===== config.mk =====
export PLATFORM = sky130hd
export DESIGN_NAME = fetch_unit
export DESIGN_NICKNAME = d
export VERILOG_FILES = /design/src/rtl/fetch_pkg.sv /design/src/rtl/fetch_unit.sv
export SDC_FILE = /design/constraint.sdc
export NUM_CORES = 1
export LEC_CHECK = 0
export ABC_AREA = 1
export BUFFER_PORTS_ARGS = -buffer_cell sky130_fd_sc_hd__buf_2
export CAP_MARGIN = 20
export CORE_UTILIZATION = 53
export DETAILED_ROUTE_END_ITERATION = 10
export PLACE_DENSITY_LB_ADDON = 0.3
export SYNTH_ARGS = -nofsm -noshare
export SYNTH_HDL_FRONTEND = slang
export SYNTH_SLANG_ARGS = --single-unit

===== constraint.sdc =====
create_clock -name clk -period 2.1 [get_ports clk]
set_input_delay 0.105 -clock clk [delete_from_list [all_inputs] [get_ports clk]]
set_output_delay 0.105 -clock clk [all_outputs]
set_load 0.03 [all_outputs]

===== src/rtl/fetch_pkg.sv =====
// fetch_pkg
// Shared types and constants for the instruction fetch stage.
// Optional feature macro: FETCH_MISALIGN_EN adds the S_FAULT state used
// to park the fetch stage after a misaligned redirect.
package fetch_pkg;

  localparam int          XLEN_DEF = 32;
  localparam logic [31:0] INST_NOP = 32'h0000_0013;
  localparam int          PC_STEP  = 4;

  // Fetch controller states. S_FAULT only exists when misaligned redirects
  // are reported instead of silently aligned.
  typedef enum logic [1:0] {
    S_REQ  = 2'd0,
    S_WAIT = 2'd1,
    S_HOLD = 2'd2
`ifdef FETCH_MISALIGN_EN
    ,
    S_FAULT = 2'd3
`endif
  } fetch_state_e;

endpackage


===== src/rtl/fetch_unit.sv =====
// fetch_unit
// Instruction fetch stage sitting directly in front of the decoder. Owns the
// PC, issues one word-aligned read at a time to instruction memory, holds the
// returned word for decode, and accepts control-flow redirects from execute.
//
// Ports:
//   clk, reset          single rising-edge clock, synchronous active-high reset
//   imem_req_valid/ready request channel to instruction memory
//   imem_addr           byte address of the request (low 2 bits always 0)
//   imem_rsp_valid      read data valid, at the earliest one cycle after accept
//   imem_rdata          returned instruction word
//   inst, inst_pc       instruction and its PC presented to decode
//   inst_valid/ready    output handshake to decode
//   redirect_valid      take redirect_target as the next PC
//   redirect_target     new PC
//   fetch_misaligned    (FETCH_MISALIGN_EN only) stage parked on a misaligned
//                       redirect target
//
// Optional feature macro: FETCH_MISALIGN_EN. When undefined, redirect targets
// simply have their low two bits cleared.
module fetch_unit
  import fetch_pkg::*;
#(
  parameter int              XLEN     = XLEN_DEF,
  parameter logic [XLEN-1:0] RESET_PC = '0
) (
  input  logic            clk,
  input  logic            reset,
  output logic            imem_req_valid,
  input  logic            imem_req_ready,
  output logic [XLEN-1:0] imem_addr,
  input  logic            imem_rsp_valid,
  input  logic [XLEN-1:0] imem_rdata,
  output logic [XLEN-1:0] inst,
  output logic [XLEN-1:0] inst_pc,
  output logic            inst_valid,
  input  logic            inst_ready,
  input  logic            redirect_valid,
  input  logic [XLEN-1:0] redirect_target
`ifdef FETCH_MISALIGN_EN
  ,
  output logic            fetch_misaligned
`endif
);

  localparam logic [XLEN-1:0] ALIGN_MASK = {{(XLEN-2){1'b1}}, 2'b00};

  fetch_state_e    state, stateNext;
  logic [XLEN-1:0] pc, pcNext;
  logic            kill, killNext;
  logic [XLEN-1:0] instReg, instNext;
  logic [XLEN-1:0] instPcReg, instPcNext;
  logic            instValidReg, instValidNext;
  logic [XLEN-1:0] targetPc;

  // Redirect target as it will be loaded into the PC. With the fault feature
  // the raw target is kept so the offending address is visible in the PC;
  // otherwise it is forced onto a word boundary.
`ifdef FETCH_MISALIGN_EN
  logic targetBad;
  assign targetPc  = redirect_target;
  assign targetBad = (redirect_target[1:0] != 2'b00);
`else
  assign targetPc  = redirect_target & ALIGN_MASK;
`endif

  // State register plus every piece of architectural state the fetch stage
  // owns. Reset abandons any in-flight request: kill is cleared and the
  // controller restarts in S_REQ, so a stale response lands in a state that
  // does not look at imem_rsp_valid.
  always_ff @(posedge clk) begin
    if (reset) begin
      state        <= S_REQ;
      pc           <= RESET_PC;
      kill         <= 1'b0;
      instReg      <= XLEN'(INST_NOP);
      instPcReg    <= RESET_PC;
      instValidReg <= 1'b0;
    end else begin
      state        <= stateNext;
      pc           <= pcNext;
      kill         <= killNext;
      instReg      <= instNext;
      instPcReg    <= instPcNext;
      instValidReg <= instValidNext;
    end
  end

  // Next-state and next-PC selection. A redirect always wins over the
  // sequential PC+4. kill marks a request that has been accepted but whose
  // response must be thrown away because the PC moved underneath it.
  always_comb begin
    stateNext     = state;
    pcNext        = pc;
    killNext      = kill;
    instNext      = instReg;
    instPcNext    = instPcReg;
    instValidNext = instValidReg;
    case (state)
      S_REQ: begin
        if (redirect_valid) begin
          pcNext = targetPc;
          if (imem_req_ready) begin
            stateNext = S_WAIT;
            killNext  = 1'b1;
          end
        end else if (imem_req_ready) begin
          stateNext = S_WAIT;
        end
      end
      S_WAIT: begin
        if (redirect_valid) begin
          pcNext = targetPc;
          if (imem_rsp_valid) begin
            killNext  = 1'b0;
            stateNext = S_REQ;
          end else begin
            killNext  = 1'b1;
          end
        end else if (imem_rsp_valid) begin
          if (kill) begin
            killNext  = 1'b0;
            stateNext = S_REQ;
          end else begin
            instNext      = imem_rdata;
            instPcNext    = pc;
            instValidNext = 1'b1;
            stateNext     = S_HOLD;
          end
        end
      end
      S_HOLD: begin
        if (redirect_valid) begin
          pcNext        = targetPc;
          instValidNext = 1'b0;
          stateNext     = S_REQ;
        end else if (inst_ready) begin
          pcNext        = pc + XLEN'(PC_STEP);
          instValidNext = 1'b0;
          stateNext     = S_REQ;
        end
      end
`ifdef FETCH_MISALIGN_EN
      S_FAULT: begin
        // A request may still be in flight if the fault was taken while it
        // was outstanding; its response is absorbed here. If it has not come
        // back by the time an aligned redirect arrives, wait for it in S_WAIT
        // (kill still set) so two requests are never outstanding.
        if (imem_rsp_valid) begin
          killNext = 1'b0;
        end
        if (redirect_valid) begin
          pcNext = targetPc;
          if (!targetBad) begin
            stateNext = (kill && !imem_rsp_valid) ? S_WAIT : S_REQ;
          end
        end
      end
`endif
      default: begin
        stateNext = S_REQ;
      end
    endcase
`ifdef FETCH_MISALIGN_EN
    // A misaligned redirect overrides the per-state decision and parks the
    // stage. The kill value chosen above already tracks any outstanding
    // request, so only the state and inst_valid need forcing.
    if (redirect_valid && targetBad) begin
      stateNext     = S_FAULT;
      instValidNext = 1'b0;
    end
`endif
  end

  // Outputs are decoded from the registered state only, so nothing here
  // depends combinationally on the handshake inputs.
  always_comb begin
    imem_req_valid = (state == S_REQ);
    imem_addr      = pc & ALIGN_MASK;
    inst           = instReg;
    inst_pc        = instPcReg;
    inst_valid     = instValidReg;
`ifdef FETCH_MISALIGN_EN
    fetch_misaligned = (state == S_FAULT);
`endif
  end

endmodule


* Yosys cells after proc, flatten, opt, wreduce, memory -nomap -nowiden *
Index checks and enable logic that the tools add are counted.

storage, ports and cells
  register bits after elaboration = 100
  input port bits = 70
  output and inout port bits = 98
  logic and storage cells = 53

cells by class
  add/subtract/negate cells = 1
  eq/ne operators = 10
  multiplexer cells = 24
  bitwise logic cells = 2
  reductions and logical operators = 10

operators with widths
  operator                                               number
  two-way mux 32 bit                                     3
  one-hot mux 32 bit (2 select lines)                    1
  adder 32 x 3 -> 32 bit, second input constant          1
  two-way mux 2 bit                                      7
  two-way mux 1 bit                                      10
  AND reduction 4 bit                                    2
  inequality test 2 x 1 -> 1 bit, second input constant  3
  inequality test 2 bit, second input constant           3
  inequality test 3 bit, second input constant           2
  one-hot mux 2 bit (3 select lines)                     1
  AND reduction 3 bit                                    2
  nonzero test 2 bit                                     3
  AND reduction 5 bit                                    1
  one-hot mux 1 bit (2 select lines)                     2
  == test 2 x 1 -> 1 bit, second input constant          1
  == test 2 bit, second input constant                   1
  zero test 2 bit                                        1
  NOT 1 bit                                              2
  OR reduction 2 bit                                     1

* Logic depth before layout (Yosys ltp) *
Gate-level depths: netlist of the first run.

  word-level depth = 4
  gate-level depth with buffers = 10
  mapped depth without buffers = 10

* Least setup slack after synthesis of the first run *
No wires, ideal clock.

  kind = reg2reg
  start point = register pc[3]
  end point = register pc[28]
  setup time = 0.132 ns
  data arrival time = 1.560 ns
  required time = 1.968 ns
  slack = 0.408 ns
  cell stages (with the launch flop) = 11
  path buffers = 0
  clock period less this slack = 1.692 ns
  cell sequence = dfxtp_1 > ha_1 > nand2_1 > nor2_1 > nand2_1 > nor2_1 > nand2_1 > nand2_1 > nand3_1 > nand2_1 > a21oi_2

between the ends
  word-level cells in the longest chain between the ends = 4

RTL lines
  what                                 line               RTL
  from (decl)                          fetch_unit.sv:49   logic [XLEN-1:0] pc, pcNext;
  from (signal assigned)               fetch_unit.sv:81   pc <= pcNext;
  adder 32 x 3 -> 32 bit               fetch_unit.sv:138  pcNext = pc + XLEN'(PC_STEP);
  two-way mux 32 bit                   fetch_unit.sv:137  end else if (inst_ready) begin
  two-way mux 32 bit                   fetch_unit.sv:133  if (redirect_valid) begin
  one-hot mux 32 bit (2 select lines)  fetch_unit.sv:99   case (state)

Every way passes these cells. The select of a mux whose other input is x is not followed.
A chain may end at the register's enable or synchronous reset.

* Final worst setup path of the first run *
  start point = register pc[3]
  end point = register pc[22]

The elaborated chain is that of the path after synthesis.

==> results of run 1 <==
## per-stage QoR
stage | instances | setup slack [ns]
final | 938 | 0.307
after global routing | 938 | 0.0769
after CTS | 938 | 0.331
after detailed placement | 911 | 0.360
after global placement | 911 | 0.407
after floorplan | 674 | 0.408
## cells in the final DEF, fill, tap and decap left out, drive strengths merged
cell type	count
nor2	140
nand4	4
dlygate4sd3	11
clkbuf	9
conb	4
clkinvlp	1
a31o	1
o211ai	2
clkinv	3
or2	8
nor3	4
buf	170
nand3	42
a21oi	49
o21ai	76
dfxtp	96
a31oi	4
a211oi	2
o21a	10
inv	40
ha	1
nand2	155
xor2	1
## final cells by class
type                            instances  area share
Inverter                               37      0.0250
Multi-Input combinational cell        503       0.401
Clock inverter                          7      0.0124
Timing Repair Buffer                  181       0.176
Sequential cell                        96       0.340
Clock buffer                            9      0.0219
Tap cell                              105      0.0232
## cells by family after synthesis
kind of cell	count (synthesis)
and+or+nand+nor	353
DFF	96
buffers and inverters	75
AOI/OAI and AO/OA	144
xor gates and xnor gates	1
other	1
adders and majority gates	1
## flip-flops by register name (all words and copies together), names as in the netlist
register / count
kill: 1
state: 2
pc: 30
inst_valid: 1
inst_pc: 30
inst: 32
## worst paths after layout
path                                 end  slack (ns)  depth (start not counted)      startpoint
worst max-delay path              pc[22]        0.31                         10           pc[3]
worst min-delay path            inst[22]        0.02                          3  imem_rdata[22]
worst max register to register    pc[22]        0.31                         10           pc[3]
worst min register to register   inst[0]        0.48                          2         inst[0]
## routing by layer
layer / track usage / part of all wire
met4: 0.133 / 0.032
met2: 0.496 / 0.47
met5: 0 / 0
met1: 0.359 / 0.41
met3: 0.0523 / 0.086
## cells in the mapped netlist (all sizes together)
library cell / count
nand2: 155
nor2: 140
dfxtp: 96
o21ai: 76
a21oi: 49
nand3: 42
inv: 37
buf: 26
clkbuf: 12
o21a: 10
or2: 8
a31oi: 4
nand4: 4
nor3: 4
a211oi: 2
o211ai: 2
a31o: 1
conb: 1
ha: 1
xor2: 1
## worst max-delay path, stage by stage (launching register included)
cell     delay [ns]
dfxtp_1        0.42
ha_1           0.23
nand2_1        0.09
nor2_1         0.18
nand2_1        0.22
nor2_2         0.18
nand3_1        0.09
nand2_1        0.08
nand2_1        0.06
nand2_1        0.06
a21oi_1        0.06
## report_power, final
group	leakage, µW	internal [µW]	switching (µW)
combinational	0.00162	247	490
clock	0.0000951	462	706
sequential	0.000784	1920	98.1
total	0.00249	2630	1290
==> impl_metrics.tcl, run 1 <==
set metrics [dict create \
    status "complete, no violations" \
    clock_sinks 96 \
    hp-class "primary input to register" \
    cts_resized 0 \
    grt_pass1_vias 4427 \
    fp.dieArea_mm2 0.00895 \
    p_total_uw 3920 \
    dp_hpwl_um 9370 \
    drt_first_iter_violations 387 \
    antenna_found_initial 0 \
    area_growth_syn_to_layout_pct 24.4 \
    dieWidth_um 94.6 \
    drive_gt1_frac 0.255 \
    start_kind "register" \
    antenna_cells 0 \
    viasPerCell 5.23 \
    clock-skew-final_ns 0.0150 \
    synth-seq-area-share 0.423 \
    numPortBuffers 161 \
    synth_top_area_share 0.423 \
    core_area_mm2 0.00826 \
    grt_overflow_total 0 \
    rsz0062_at_grt "no" \
    drc 0 \
    yosys-top-cells-area "dfxtp_1 (42%), nand2_1 (13%), nor2_1 (11%)" \
    multi_input_area_mm2 0.00227 \
    fin_hold_ws_ns 0.0160 \
    critPathArrivalTime_ns 2.03 \
    postCtsSetupBuffers 0 \
    synthAdderAreaFrac 0.00275 \
    synthCells 671 \
    synth_area_per_cell_um2 6.77 \
    grt_pass1_wl_um 20500 \
    die_h_um 94.6 \
    hold_buffers 11 \
    grt.total_usage 0.292 \
    synth_mux_area_frac 0 \
    fillers 761 \
    p_leak_uw 0.00249 \
    fmax_ghz 0.558 \
    post-route-min-period_ns 1.79 \
    clkLatencyLatePin_ns 0.36 \
    cts_root_buffer "clkbuf_8" \
    clk_pin_slew_worst_paths_ns 0.11 \
    ir_drop_mv 0.361 \
    yosysTopAreaCell "dfxtp_1" \
    ant_nets 0 \
    finalSetupViolCount 0 \
    min_period_over_period 0.854 \
    place_congestion 0.917 \
    slew_viol_final 0 \
    wl_per_cell_um 13.8 \
    ys_ff_latch 96 \
    num_rows 33 \
    cts_buffers 9 \
    htreeDepth 3 \
    cts_tree "yes" \
    clockBufferDepth 2 \
    fin_nets 899 \
    worst_slew_pin_slew_ns 0.585 \
    hold_viol 0 \
    netlist_area_mm2 0.00454 \
    grt_max_degree 70 \
    synth_top_family_by_area "simple AND/OR/NAND/NOR gates" \
    seq_area_mm2 0.00192 \
    synth_compound_area_frac 0.173 \
    start_util 0.550 \
    vias 4909 \
    setup_tns_ns 0 \
    maxSlewHeadroom 0.610 \
    cellPowerDensity_mw_per_mm2 694 \
    dr.pass1.iters 6 \
    ios 168 \
    worstSetupPathType "register to register" \
    synth_cell_types 33 \
    required_ns 2.34 \
    maxCapViolations 0 \
    utilization 0.685 \
    design_area_mm2 0.00565 \
    synth_xor_area_frac 0.00193 \
    routed_wirelength_um 13000 \
    yosysWarnings 0 \
    path_max_fanout 6 \
    critPathCaptureType "register" \
    synthSimpleGateAreaFrac 0.318 \
    placed_cell_area_mm2 0.00535 \
]
Power figures use the tool's default switching activity.
==> run 2: changes to the inputs <==
--- a/config.mk
+++ b/config.mk
@@ -10,6 +10,7 @@
 export CAP_MARGIN = 20
 export CORE_UTILIZATION = 53
 export DETAILED_ROUTE_END_ITERATION = 10
+export MAX_ROUTING_LAYER = met4
 export PLACE_DENSITY_LB_ADDON = 0.3
 export SYNTH_ARGS = -nofsm -noshare
 export SYNTH_HDL_FRONTEND = slang
==> impl_metrics.tcl, run 2 (same netlist as run 1, synthesis figures left out) <==
set metrics [dict create \
    status "complete, no violations" \
    cts_tree "yes" \
    routed_wirelength_um 13800 \
    htreeDepth 3 \
    grt_overflow_total 0 \
    postCtsSetupBuffers 0 \
    ios 168 \
    internal-power_uw 2650 \
    ir_drop_mv 0.365 \
    critPathTopFamily "simple AND/OR/NAND/NOR gates" \
    dp_hpwl_um 9520 \
    post-place-ws_ns 0.361 \
    cp_slowest_cell "dfxtp_1" \
    required_ns 2.35 \
    reg2reg_slack_ns 0.28 \
    critPathCaptureType "register" \
    switching_power_uw 1360 \
    clock_sinks 96 \
    hp-class "primary input to register" \
    finalSetupViolCount 0 \
    slew_viol_final 0 \
    min_period_over_period 0.866 \
    clockBufferDepth 2 \
    path_common_cell "nand2_1" \
    place_congestion 0.908 \
    grt_pass1_vias 4575 \
    start_kind "register" \
    cts_buffers 9 \
    ant_nets 0 \
    combPwrFrac 0.188 \
    fmax_ghz 0.550 \
    swShare 0.338 \
    largest_reg_flops 32 \
    vias 4997 \
    crit_buf_inv 0 \
    start_util 0.550 \
    drc 0 \
    area_growth_syn_to_layout_pct 25.8 \
    dieWidth_um 94.6 \
    fillers 756 \
    die_h_um 94.6 \
    p_leak_uw 0.00252 \
    clk_pin_slew_worst_paths_ns 0.11 \
    grt_max_degree 70 \
    clock-skew-final_ns 0.0109 \
    post-route-min-period_ns 1.82 \
    core_area_mm2 0.00826 \
    maxSlewHeadroom 0.597 \
    cp_cell_sequence "ha_1 -> nand2_1 -> nor2_1 -> nand2_1 -> nor2_1 -> nand2_1 -> nand2_1 -> nand3_1 -> nand2_1 -> a21oi_2" \
    drive_gt1_frac 0.253 \
    worst_slew_pin_slew_ns 0.604 \
    pwr-share-seq 0.504 \
    layout_commonest_cell "buf_2" \
    grt.total_usage 0.317 \
    rsz0062_at_grt "no" \
    layoutNonFillerInstCount 944 \
    cellPowerDensity_mw_per_mm2 701 \
    layout_setup_ws_ns 0.280 \
    dr.pass1.iters 5 \
    antenna_found_initial 0 \
    grt_pass1_wl_um 21400 \
    viasPerCell 5.29 \
    place_inst 911 \
    clock_power_share 0.308 \
    fin_nets 904 \
    hold_viol 0 \
    maxCapViolations 0 \
    worstSetupPathType "register to register" \
    drt_first_iter_violations 412 \
    critPathArrivalTime_ns 2.07 \
    numPortBuffers 161 \
    fp.dieArea_mm2 0.00895 \
    num_rows 33 \
    clkLatencyLatePin_ns 0.37 \
    mostFrequentLayoutCells "buf_2 (161), nand2_1 (152), nor2_1 (136), dfxtp_1 (96), o21ai_0 (75)" \
    path_max_fanout 6 \
    wl_per_cell_um 14.6 \
    cts_root_buffer "clkbuf_8" \
    setup_tns_ns 0 \
    cp_slowest_stage_delay_ns 0.43 \
]
==> run 2: repair_timing <==
item,4_1_cts,5_1_grt
gates resized for setup,0,0
hold buffers,16,0
hold endpoints to repair,16,0
==> run 2: routing by layer <==
| layer | global-route usage | part of all wire | vias to the layer above |
|---|---|---|---|
| met5 | - | 0 | - |
| met4 | 0.153 | 0.034 | 0 |
| met3 | 0.0548 | 0.072 | 39 |
| met2 | 0.544 | 0.49 | 209 |
| met1 | 0.355 | 0.40 | 2262 |
| li1 | - | - | 2487 |
==> run 2: path summary, 6_finish.rpt <==
check / cells after the start / endpoint / startpoint
hold reg to reg: 2 / inst[0] / inst[0]
setup / recovery: 10 / pc[28] / pc[3]
setup reg to reg: 10 / pc[28] / pc[3]
hold / removal: 3 / inst[13] / imem_rdata[13]
==> run 2: worst register-to-register path, stage by stage (launching register included) <==
cell     delay [ns]
dfxtp_1        0.43
ha_1           0.25
nand2_1        0.09
nor2_1         0.20
nand2_1        0.22
nor2_1         0.20
nand2_1        0.07
nand2_1        0.05
nand3_1        0.06
nand2_1        0.08
a21oi_2        0.05
==> run 2: power by group through the flow <==
stage	clock [µW]	sequential (µW)	combinational (µW)
final	1240	2020	752
after global routing	1340	2040	818
after detailed placement	0	2060	721
after CTS	1260	2020	746
after global placement	0	2050	705
after floorplan	0	2230	314
==> run 2: cell type report <==
cell class / count / area [µm²] / area share
Sequential cell: 96 / 1920 / 0.336
Clock inverter: 7 / 81.3 / 0.0142
Timing Repair Buffer: 186 / 1050 / 0.183
Tap cell: 105 / 131 / 0.0230
Clock buffer: 9 / 124 / 0.0217
Multi-Input combinational cell: 503 / 2270 / 0.397
Antenna cell: 1 / 2.50 / 0.000438
Inverter: 37 / 141 / 0.0247
==> run 2: per-stage QoR <==
step | instance area (µm²) | utilization | hold WS, ns | total power [µW]
floorplan | 4550 | - | 0.218 | 2540
global placement | 5350 | 0.648 | 0.304 | 2760
detailed placement | 5350 | 0.648 | 0.305 | 2780
CTS | 5710 | 0.692 | 0.000558 | 4020
global route | 5710 | 0.692 | 0.0212 | 4190
finish | 5720 | 0.692 | 0.00914 | 4010
